==> config.mk <==
export PLATFORM = sky130hd
export DESIGN_NAME = tensor_replay_buffer
export DESIGN_NICKNAME = d
export VERILOG_FILES = /design/src/rtl/tensor_replay_buffer.sv
export SDC_FILE = /design/constraint.sdc
export NUM_CORES = 1
export LEC_CHECK = 0
export ABC_CLOCK_PERIOD_IN_PS = 3000
export CAP_MARGIN = 15
export CORE_AREA = 4 4 142 144
export CTS_CLUSTER_SIZE = 10
export DETAILED_ROUTE_END_ITERATION = 7
export DIE_AREA = 0 0 146 148
export PLACE_DENSITY = 0.79
export SLEW_MARGIN = 20
export SYNTH_ARGS = -nofsm -noshare
export SYNTH_HDL_FRONTEND = slang
export SYNTH_SLANG_ARGS = --single-unit
==> constraint.sdc <==
create_clock -name clk -period 3 [get_ports clk]
set_input_delay 0.6 -clock clk [delete_from_list [all_inputs] [get_ports clk]]
set_output_delay 0.6 -clock clk [all_outputs]
set_load 0.005 [all_outputs]
==> src/rtl/tensor_replay_buffer.sv <==
// ============================================================================
// Module   : tensor_replay_buffer
// Brief    : Captures one DEPTH-beat tensor, then replays it REPEAT times.
//            Optional macro TENSOR_REPLAY_LAST_EN adds last/final markers.
// Revision : 1.0 - initial release
// ============================================================================
`default_nettype none

module tensor_replay_buffer #(
    parameter int DATA_WIDTH = 16,
    parameter int IN_NUM     = 4,
    parameter int DEPTH      = 4,
    parameter int REPEAT     = 2
) (
    input  logic                  clk,
    input  logic                  rst,
    input  logic [DATA_WIDTH-1:0] data_in_0 [IN_NUM],
    input  logic                  data_in_0_valid,
    output logic                  data_in_0_ready,
    output logic [DATA_WIDTH-1:0] data_out_0 [IN_NUM],
    output logic                  data_out_0_valid,
`ifdef TENSOR_REPLAY_LAST_EN
    output logic                  data_out_0_last,
    output logic                  data_out_0_final,
`endif
    input  logic                  data_out_0_ready
);

    localparam int c_PTR_W = (DEPTH  > 1) ? $clog2(DEPTH)  : 1;
    localparam int c_REP_W = (REPEAT > 1) ? $clog2(REPEAT) : 1;
    localparam logic [c_PTR_W-1:0] c_PTR_MAX = c_PTR_W'(DEPTH - 1);
    localparam logic [c_REP_W-1:0] c_REP_MAX = c_REP_W'(REPEAT - 1);

    localparam logic [0:0] c_FILL  = 1'b0;
    localparam logic [0:0] c_DRAIN = 1'b1;

    logic [0:0]            r_state;
    logic [c_PTR_W-1:0]    r_wptr;
    logic [c_PTR_W-1:0]    r_rptr;
    logic [c_REP_W-1:0]    r_rep;
    logic                  r_in_ready;
    logic                  r_out_valid;
    logic [DATA_WIDTH-1:0] r_mem [DEPTH][IN_NUM];

    logic w_accept;
    logic w_out_hs;

    assign w_accept = r_in_ready && data_in_0_valid;
    assign w_out_hs = r_out_valid && data_out_0_ready;

    // Storage is deliberately not reset; only the pointers are.
    always_ff @(posedge clk) begin
        if (w_accept) begin
            for (int i = 0; i < IN_NUM; i++) begin
                r_mem[r_wptr][i] <= data_in_0[i];
            end
        end
    end

    // Ready/valid are registered so no input reaches them combinationally.
    always_ff @(posedge clk) begin
        if (!rst) begin
            r_state     <= c_FILL;
            r_wptr      <= '0;
            r_rptr      <= '0;
            r_rep       <= '0;
            r_in_ready  <= 1'b0;
            r_out_valid <= 1'b0;
        end else begin
            case (r_state)
                c_FILL: begin
                    r_in_ready <= 1'b1;
                    if (w_accept) begin
                        if (r_wptr == c_PTR_MAX) begin
                            r_wptr      <= '0;
                            r_rptr      <= '0;
                            r_rep       <= '0;
                            r_state     <= c_DRAIN;
                            r_in_ready  <= 1'b0;
                            r_out_valid <= 1'b1;
                        end else begin
                            r_wptr <= r_wptr + 1'b1;
                        end
                    end
                end
                c_DRAIN: begin
                    if (w_out_hs) begin
                        if (r_rptr != c_PTR_MAX) begin
                            r_rptr <= r_rptr + 1'b1;
                        end else begin
                            r_rptr <= '0;
                            if (r_rep != c_REP_MAX) begin
                                r_rep <= r_rep + 1'b1;
                            end else begin
                                r_rep       <= '0;
                                r_state     <= c_FILL;
                                r_out_valid <= 1'b0;
                                r_in_ready  <= 1'b1;
                            end
                        end
                    end
                end
                default: begin
                    r_state     <= c_FILL;
                    r_in_ready  <= 1'b0;
                    r_out_valid <= 1'b0;
                end
            endcase
        end
    end

    assign data_in_0_ready  = r_in_ready;
    assign data_out_0_valid = r_out_valid;

    // Output is a register-only mux, forced to zero whenever nothing is offered.
    always_comb begin
        for (int i = 0; i < IN_NUM; i++) begin
            data_out_0[i] = r_out_valid ? r_mem[r_rptr][i] : '0;
        end
    end

`ifdef TENSOR_REPLAY_LAST_EN
    assign data_out_0_last  = r_out_valid && (r_rptr == c_PTR_MAX);
    assign data_out_0_final = r_out_valid && (r_rptr == c_PTR_MAX) && (r_rep == c_REP_MAX);
`endif

endmodule

`default_nettype wire

* After elaboration in Yosys (flattened, before gate mapping) *
Memories as Yosys holds them, arrays and structs flattened. A register that Yosys moved wholly into a read port is not among the register bits.
Cells that the tools add are included.

word-level totals
  flip-flop bits (word level) = 8
  RAM bits = 256
  bits of input ports = 68
  output and inout port bits = 66
  word-level logic and storage cells = 63
  memories = 1

operators by class
  $add $sub $neg = 3
  eq/ne operators = 7
  mux-type cells = 38
  bitwise logic cells = 1
  reductions and logical operators = 7

memories
  memory  depth  width  read ports  clocked after Yosys merged registers in  wr ports  RTL line  source
  r_mem   4      64     1           1                                        1         43        logic [DATA_WIDTH-1:0] r_mem [DEPTH][IN_NUM];

operators with widths
  kind                                                   number
  two-way mux 16 bit                                     4
  two-way mux 1 bit                                      22
  two-way mux 2 bit                                      7
  inequality test 2 bit, second input constant           4
  case mux 1 bit (2 select lines)                        4
  AND reduction 3 bit                                    2
  AND reduction 5 bit                                    1
  adder 2 x 1 -> 2 bit, second input constant            2
  inequality test 2 x 1 -> 1 bit, second input constant  2
  case mux 2 bit (2 select lines)                        1
  AND reduction 4 bit                                    1
  == test 2 bit, second input constant                   1
  logical AND 1 bit                                      2
  AND reduction 2 bit                                    1
  adder 1 bit, second input constant                     1
  inverter 1 bit                                         1

* Depth between registers and ports, before layout *
Gate-level depths: netlist of run 1.

  word-level depth = 6
  gate-level depth with buffers = 4
  depth with buffers taken out = 4

* Least setup slack after synthesis of run 1 *
OpenSTA, ideal clock, no wires.

  kind = in2reg
  start = input port data_in_0_valid
  end = memory r_mem[3][0] (netlist bit), enable pin
  library setup time = 0.430 ns
  arrival = 2.175 ns
  data required time = 2.570 ns
  slack = 0.395 ns
  stages = 1
  cells stage by stage = and3_1

between the ends
  longest elaborated chain between the ends = 3

RTL lines
  element                                  RTL line  source
  start, declared                          18        input logic data_in_0_valid,
  logical AND 1 bit                        48        assign w_accept = r_in_ready && data_in_0_valid;
  two-way mux 1 bit                        53        if (w_accept) begin
  two-way mux 1 bit (not written as such)  55        r_mem[r_wptr][i] <= data_in_0[i];
  end, declared                            43

Every way passes these cells.

==> flow_summary_export.csv, run 1 <==
group,metric,value,unit
run_status,status,"complete, no violations",
place,dp.cells,825,
power,pwr-share-clk,42.4,%
floorplan,row_count,50,
setup_path,r2r_end,"r_mem[2][24]",
setup_path,cp_data_arrival_time,2.34,ns
flow_run,maxCapViolCount,0,
setup_path,r2r_slack,1.28,ns
setup_path,rr_worst_depth,2,
layout,drive_above_1_share,20.8,%
setup_path,max_stage_delay,0.48,ns
grt,antenna_found_initial,1,
grt,grt_pass1_wl,31000,µm
drt,drc,0,
floorplan,core_area,18700,µm²
timing,setup_violations,0,
drt,dr.pass1.iters,5,
drt,vias_per_cell,5.70,
synthesis,syn_area,10200,µm²
place,portBuffers,133,
setup_path,cp-end-kind,"output port",
setup_path,crit_path_frequent_cell,"buf_12",
layout,ff_latch_area,7900,µm²
hold_path,worstHoldStart,"r_rptr[1]",
cts,cts_buffer_depth,3,
synthesis,ys_warn_count,0,
setup_path,crit_slowest_cell,"mux4_2",
synthesis,seq_area_frac_synth,77.1,%
timing,holdWs,0.524,ns
place,place.gp.congestion,0.746,
power,powerDensity,582,nW/µm²
setup_path,cp-start-kind,"flip-flop",
hold_path,hold_path.class,"reg2reg",
setup_path,r2r-start,"data_in_0_ready",
layout,final_nets,714,
grt,gr-usage-all-layers,18.5,%
layout,multi_input_area,2140,µm²
synthesis,syn_avg_cell_area,22.1,µm²
floorplan,dieWidth,146,µm
power,p_int,6.22,mW
place,hpwlAfterDp,12300,µm
floorplan,io_pins,134,
floorplan,start_util,54.7,%
grt,grt_overflow_total,0,
power,switching_share,18.6,%
cts,cts_tree,"yes",
power,totalPowerFinal,7.64,mW
timing,slew_headroom,70.2,%
power,switchingPower,1.42,mW
setup_path,crit_required,2.40,ns
synthesis,ys_types,25,
floorplan,dieArea,21600,µm²
layout,diodes,0,
cts,clk_pin_slew,0.05,ns
synthesis,synth_top_area_share,75.1,%
drt,vias,5124,
setup_path,worstPathCellList,"buf_12 > buf_12 > mux4_2 > and2_1 > clkdlybuf4s50_1",
cts,numClockSinks,266,
hold_path,hold_depth,2,
drt,drt_iter0_drc,320,
timing,post-route-min-period,2.94,ns
layout,fillerInstances,1135,
cts,cts-htree-levels,1,
timing,skew,0.00840,ns
timing,hold_viol,0,
cts,clk_latency,0.53,ns
synthesis,synthesis.nets,536,
layout,utilization,70.2,%
power,vdd_drop_max,456,µV
layout,area_growth,28.3,%
cts,cts_root_buf,"clkbuf_16",
synthesis,synth_top_cell_by_area,"edfxtp_1",
drt,routed_wl,20400,µm
grt,grt_pass1_vias,5502,
timing,worst_pin_slew,0.447,ns
cts,cts_buffers,30,
power,power_frac_seq,54.5,%
floorplan,die_h,148,µm
timing,fmax,340,MHz
drt,antenna_left,0,
setup_path,crit_path_max_fanout,8,
timing,period_share,98.2,%
timing,fin_setup_tns,0,ns
synthesis,syn_inst,463,
layout,stdcell_count,899,
synthesis,synth_area_leaders,"edfxtp_1, mux4_2, and2_1",
synthesis,yosys_register_bits,266,
timing,slew_viol_final,0,
hold_path,worstHoldEndpoint,"r_rptr[1]",
setup_path,critPathKind,"reg2out",
power,comb_power_share,3.1,%
grt,grt_max_degree,43,
power,p_leak,4.74,nW
drt,wire_per_inst,22.7,µm
==> metal layers <==
layer | up-vias | share of wire [%] | GRT usage, %
met5 | - | 0.034 | 0
li1 | 2255 | - | -
met4 | 2 | 2.1 | 5.27
met2 | 190 | 51 | 32.1
met3 | 35 | 6.8 | 3.65
met1 | 2642 | 40 | 24.0
==> power by group through the flow <==
stage          clock network (mW)  registers [mW]  logic [mW]
4_1_cts                      3.30            4.16       0.236
6_report                     3.24            4.16       0.234
3_5_place_dp                    0            4.24       0.234
3_3_place_gp                    0            4.23       0.223
2_1_floorplan                   0            4.24      0.0718
5_1_grt                      3.48            4.17       0.252
==> registers in the layout (all words and copies together), names as in the netlist, named ones only <==
name / cells
r_wptr: 2
r_state: 1
data_in_0_ready: 1
r_rptr: 2
r_mem: 256
data_out_0_valid: 1
r_rep: 1
==> worst max-delay path: cells and delay by family, from the launching register on <==
kind,cells,cell delay [ns]
DFF,1,0.39
and+or+nand+nor,1,0.17
muxes,1,0.48
buffers and inverters,3,0.77
==> cells by family (layout without fill, tap and decap cells) <==
family          Yosys count  after routing  synth area share (%)
mux                      65             65                  14.3
flops                   266            266                  77.1
buf+inv                  26            228                  2.08
fa+ha+maj                 5              5                 0.611
simple gates             86             86                  5.02
compound gates           15             15                 0.892
==> placed cells by master, fill, tap and decap left out, types with 2 or more instances in the layout <==
master / count
edfxtp_1: 256
clkdlybuf4s50_1: 104
and2_1: 64
mux4_2: 63
clkbuf_16: 35
dlymetal6s2s_1: 29
clkbuf_1: 24
buf_4: 18
nand2_1: 10
buf_12: 10
dfxtp_1: 7
o22ai_1: 5
ha_1: 5
and3_4: 4
o21ai_0: 4
inv_1: 3
nor2_1: 3
a21oi_1: 3
a21boi_0: 2
nand4b_1: 2
dfxtp_4: 2
buf_6: 2
==> Yosys cell counts <==
| library cell | number |
|---|---|
| o21ai_0 | 4 |
| nand2_1 | 10 |
| or4_1 | 1 |
| and3_1 | 4 |
| o211a_1 | 1 |
| buf_2 | 7 |
| nand3_1 | 1 |
| mux4_1 | 4 |
| nor2_1 | 3 |
| mux4_2 | 60 |
| and4b_1 | 1 |
| and2_1 | 64 |
| clkbuf_1 | 8 |
| o22ai_1 | 5 |
| a21oi_1 | 3 |
| nand4b_1 | 2 |
| dfxtp_1 | 10 |
| inv_1 | 3 |
| clkbuf_2 | 1 |
| ha_1 | 5 |
| buf_12 | 6 |
| buf_6 | 1 |
| edfxtp_1 | 256 |
| a21boi_0 | 2 |
| mux2i_1 | 1 |
==> layout make-up <==
type	instances	area share, %
repair buffers	169	14.5
inverters	3	0.0858
multi-input cells	171	16.3
well taps	234	2.23
flip-flops and latches	266	60.2
clock buffers	56	6.70
==> worst max path at each step <==
| stage | startpoint | cells after the start | endpoint |
|---|---|---|---|
| 2_1_floorplan | data_in_0_valid | 1 | r_mem[3][0] |
| 3_3_place_gp | flip-flop | 4 | data_out_0[63] |
| 3_5_place_dp | flip-flop | 4 | data_out_0[15] |
| 4_1_cts | flip-flop | 4 | data_out_0[58] |
| 5_1_grt | flip-flop | 5 | data_out_0[43] |
| 6_report | flip-flop | 5 | data_out_0[13] |
==> timing repair <==
item,4_1_cts,5_1_grt
endpoints found under the hold margin,0,0
buffers inserted,1,11
endpoints found under the setup margin,54,58
cloned,0,6
hold buffers,0,0
gates resized for setup,3,40
pin swaps,0,0
==> stage by stage <==
step	instance area, µm²	setup slack (ns)
finish	13100	0.0553
floorplan	10200	0.395
CTS	12800	-0.0377
global placement	11900	0.389
detailed placement	11900	0.370
global route	13100	-0.00639
No activity file was read; power rests on OpenSTA's default activity.
==> run 2: changes to the inputs <==
CORE_AREA = 4 4 156 158   (was 4 4 142 144)
DIE_AREA = 0 0 160 162   (was 0 0 146 148)
PLACE_DENSITY = 0.67   (was 0.79)
==> flow_summary_export.csv, run 2 (same netlist as run 1, synthesis figures left out) <==
group,metric,value,unit
drt,antenna_left,0,
setup_path,crit_family,"buffers and inverters",
timing,skew,0.0102,ns
flow_run,maxCapViolCount,0,
grt,gr-usage-all-layers,15.1,%
power,vdd_drop_max,468,µV
cts,postCtsHoldBufs,0,
layout,final_nets,707,
cts,clk_latency,0.53,ns
timing,period_share,97.7,%
layout,design_area,13000,µm²
timing,slew_viol_final,0,
setup_path,crit_path_max_fanout,5,
floorplan,die_h,162,µm
place,hpwlAfterDp,12300,µm
drt,routed_wl,20000,µm
layout,largest_reg_flops,256,
cts,cts_root_buf,"clkbuf_16",
timing,fin_setup_tns,0,ns
timing,grt_setup_unrepaired,"yes",
drt,vias_per_cell,5.27,
timing,setup_violations,0,
floorplan,row_count,56,
drt,vias,4944,
cts,cts_buffers,30,
run_status,status,"complete, no violations",
grt,grt_max_degree,36,
timing,slew_headroom,63.8,%
cts,cts-htree-levels,1,
setup_path,cp-start-kind,"flip-flop",
timing,holdWs,0.514,ns
floorplan,start_util,44.3,%
setup_path,cp_data_arrival_time,2.33,ns
layout,drive_above_1_share,19.8,%
power,powerDensity,579,nW/µm²
layout,layout.cells.most_common,"edfxtp_1",
drt,wire_per_inst,21.3,µm
timing,hold_viol,0,
cts,cts_buffer_depth,3,
cts,clk_pin_slew,0.06,ns
setup_path,max_stage_delay,0.52,ns
setup_path,critPathKind,"reg2out",
layout,fillerInstances,1720,
floorplan,io_pins,134,
drt,drt_iter0_drc,215,
grt,grt_pass1_vias,5374,
drt,dr.pass1.iters,4,
place,portBuffers,133,
setup_path,crit_required,2.40,ns
grt,antenna_found_initial,2,
hold_path,hold_path.class,"reg2reg",
place,dpl-instance-area,12000,µm²
grt,grt_overflow_total,0,
floorplan,dieWidth,160,µm
cts,numClockSinks,266,
layout,reg.largest.list,"r_mem (256), r_rptr (2), r_wptr (2)",
setup_path,crit_slowest_cell,"mux4_2",
timing,fmax,341,MHz
power,totalPowerFinal,7.54,mW
place,place.gp.congestion,0.686,
power,p_leak,4.37,nW
floorplan,dieArea,25900,µm²
floorplan,core_area,23100,µm²
drt,drc,0,
grt,grt_pass1_wl,30600,µm
setup_path,worstPathCellList,"buf_12 > buf_4 > mux4_2 > and2_1 > clkdlybuf4s50_1",
layout,area_growth,27.3,%
setup_path,worst-path-buf-inv,3,
timing,post-route-min-period,2.93,ns
layout,top_register,"r_mem",
setup_path,cp-end-kind,"output port",
layout,final_cell_mix,"edfxtp_1, clkdlybuf4s50_1, and2_1, mux4_2, clkbuf_16",
cts,cts_tree,"yes",
timing,worst_pin_slew,0.543,ns
[run 2: cell types whose count changed in the layout (fill, tap and decap cells not counted), moves of 3 or more]
cell / previous run / this run
clkbuf_1: 24 / 14
buf_4: 18 / 11
buf_6: 2 / 5
clkdlybuf4s50_1: 104 / 120
clkbuf_16: 35 / 32
dlymetal6s2s_1: 29 / 13
[run 2: path summary, 6_finish.rpt]
| path | start | to | slack [ns] | depth (start not counted) |
|---|---|---|---|---|
| setup / recovery | flip-flop | data_out_0[43] | 0.07 | 5 |
| hold / removal | r_rptr[1] | flip-flop | 0.51 | 2 |
| setup reg to reg | r_wptr[0] | r_mem[3][52] | 1.25 | 3 |
| hold reg to reg | r_rptr[1] | flip-flop | 0.51 | 2 |
[run 2: through the flow]
| step | cells | utilization, % | worst slack, ns |
|---|---|---|---|
| 2_1_floorplan | 463 | - | 0.395 |
| 3_3_place_gp | 885 | 52.0 | 0.397 |
| 3_5_place_dp | 885 | 52.0 | 0.398 |
| 4_1_cts | 935 | 55.9 | 0.00297 |
| 5_1_grt | 938 | 56.3 | -0.0149 |
| 6_report | 939 | 56.3 | 0.0701 |
[run 2: layout make-up]
type / instances / area [µm²] / share of cell area (%)
Antenna cell: 2 / 5.00 / 0.0384
Clock buffer: 45 / 828 / 6.36
Inverter: 3 / 11.3 / 0.0864
Multi-Input combinational cell: 171 / 2150 / 16.5
Sequential cell: 266 / 7900 / 60.6
Tap cell: 290 / 363 / 2.79
Timing Repair Buffer: 162 / 1770 / 13.6
[run 2: layer usage]
metal | track usage (%) | part of all wire, % | vias to the layer above
li1 | - | - | 2228
met1 | 19.5 | 43 | 2570
met2 | 26.4 | 51 | 117
met3 | 3.35 | 4.9 | 27
met4 | 3.75 | 1.8 | 2
met5 | 0 | 0.065 | -
[run 2: worst min-delay path: cells and delay by family (launching register included)]
kind	cells	cell delay, ns
DFF	1	0.31
and+or+nand+nor	1	0.08
AOI/OAI and AO/OA	1	0.07
[run 2: power breakdown]
group          internal [mW]  switching [mW]  total, mW
combinational          0.130           0.106      0.235
clock                   1.86            1.28       3.14
sequential              4.15          0.0169       4.16
[run 2: repair_timing]
item                       CTS  global route
cloned                       0             1
setup endpoints to repair   53            40
resized for setup            4            21
pin swaps                    0             0
setup buffers                5             1
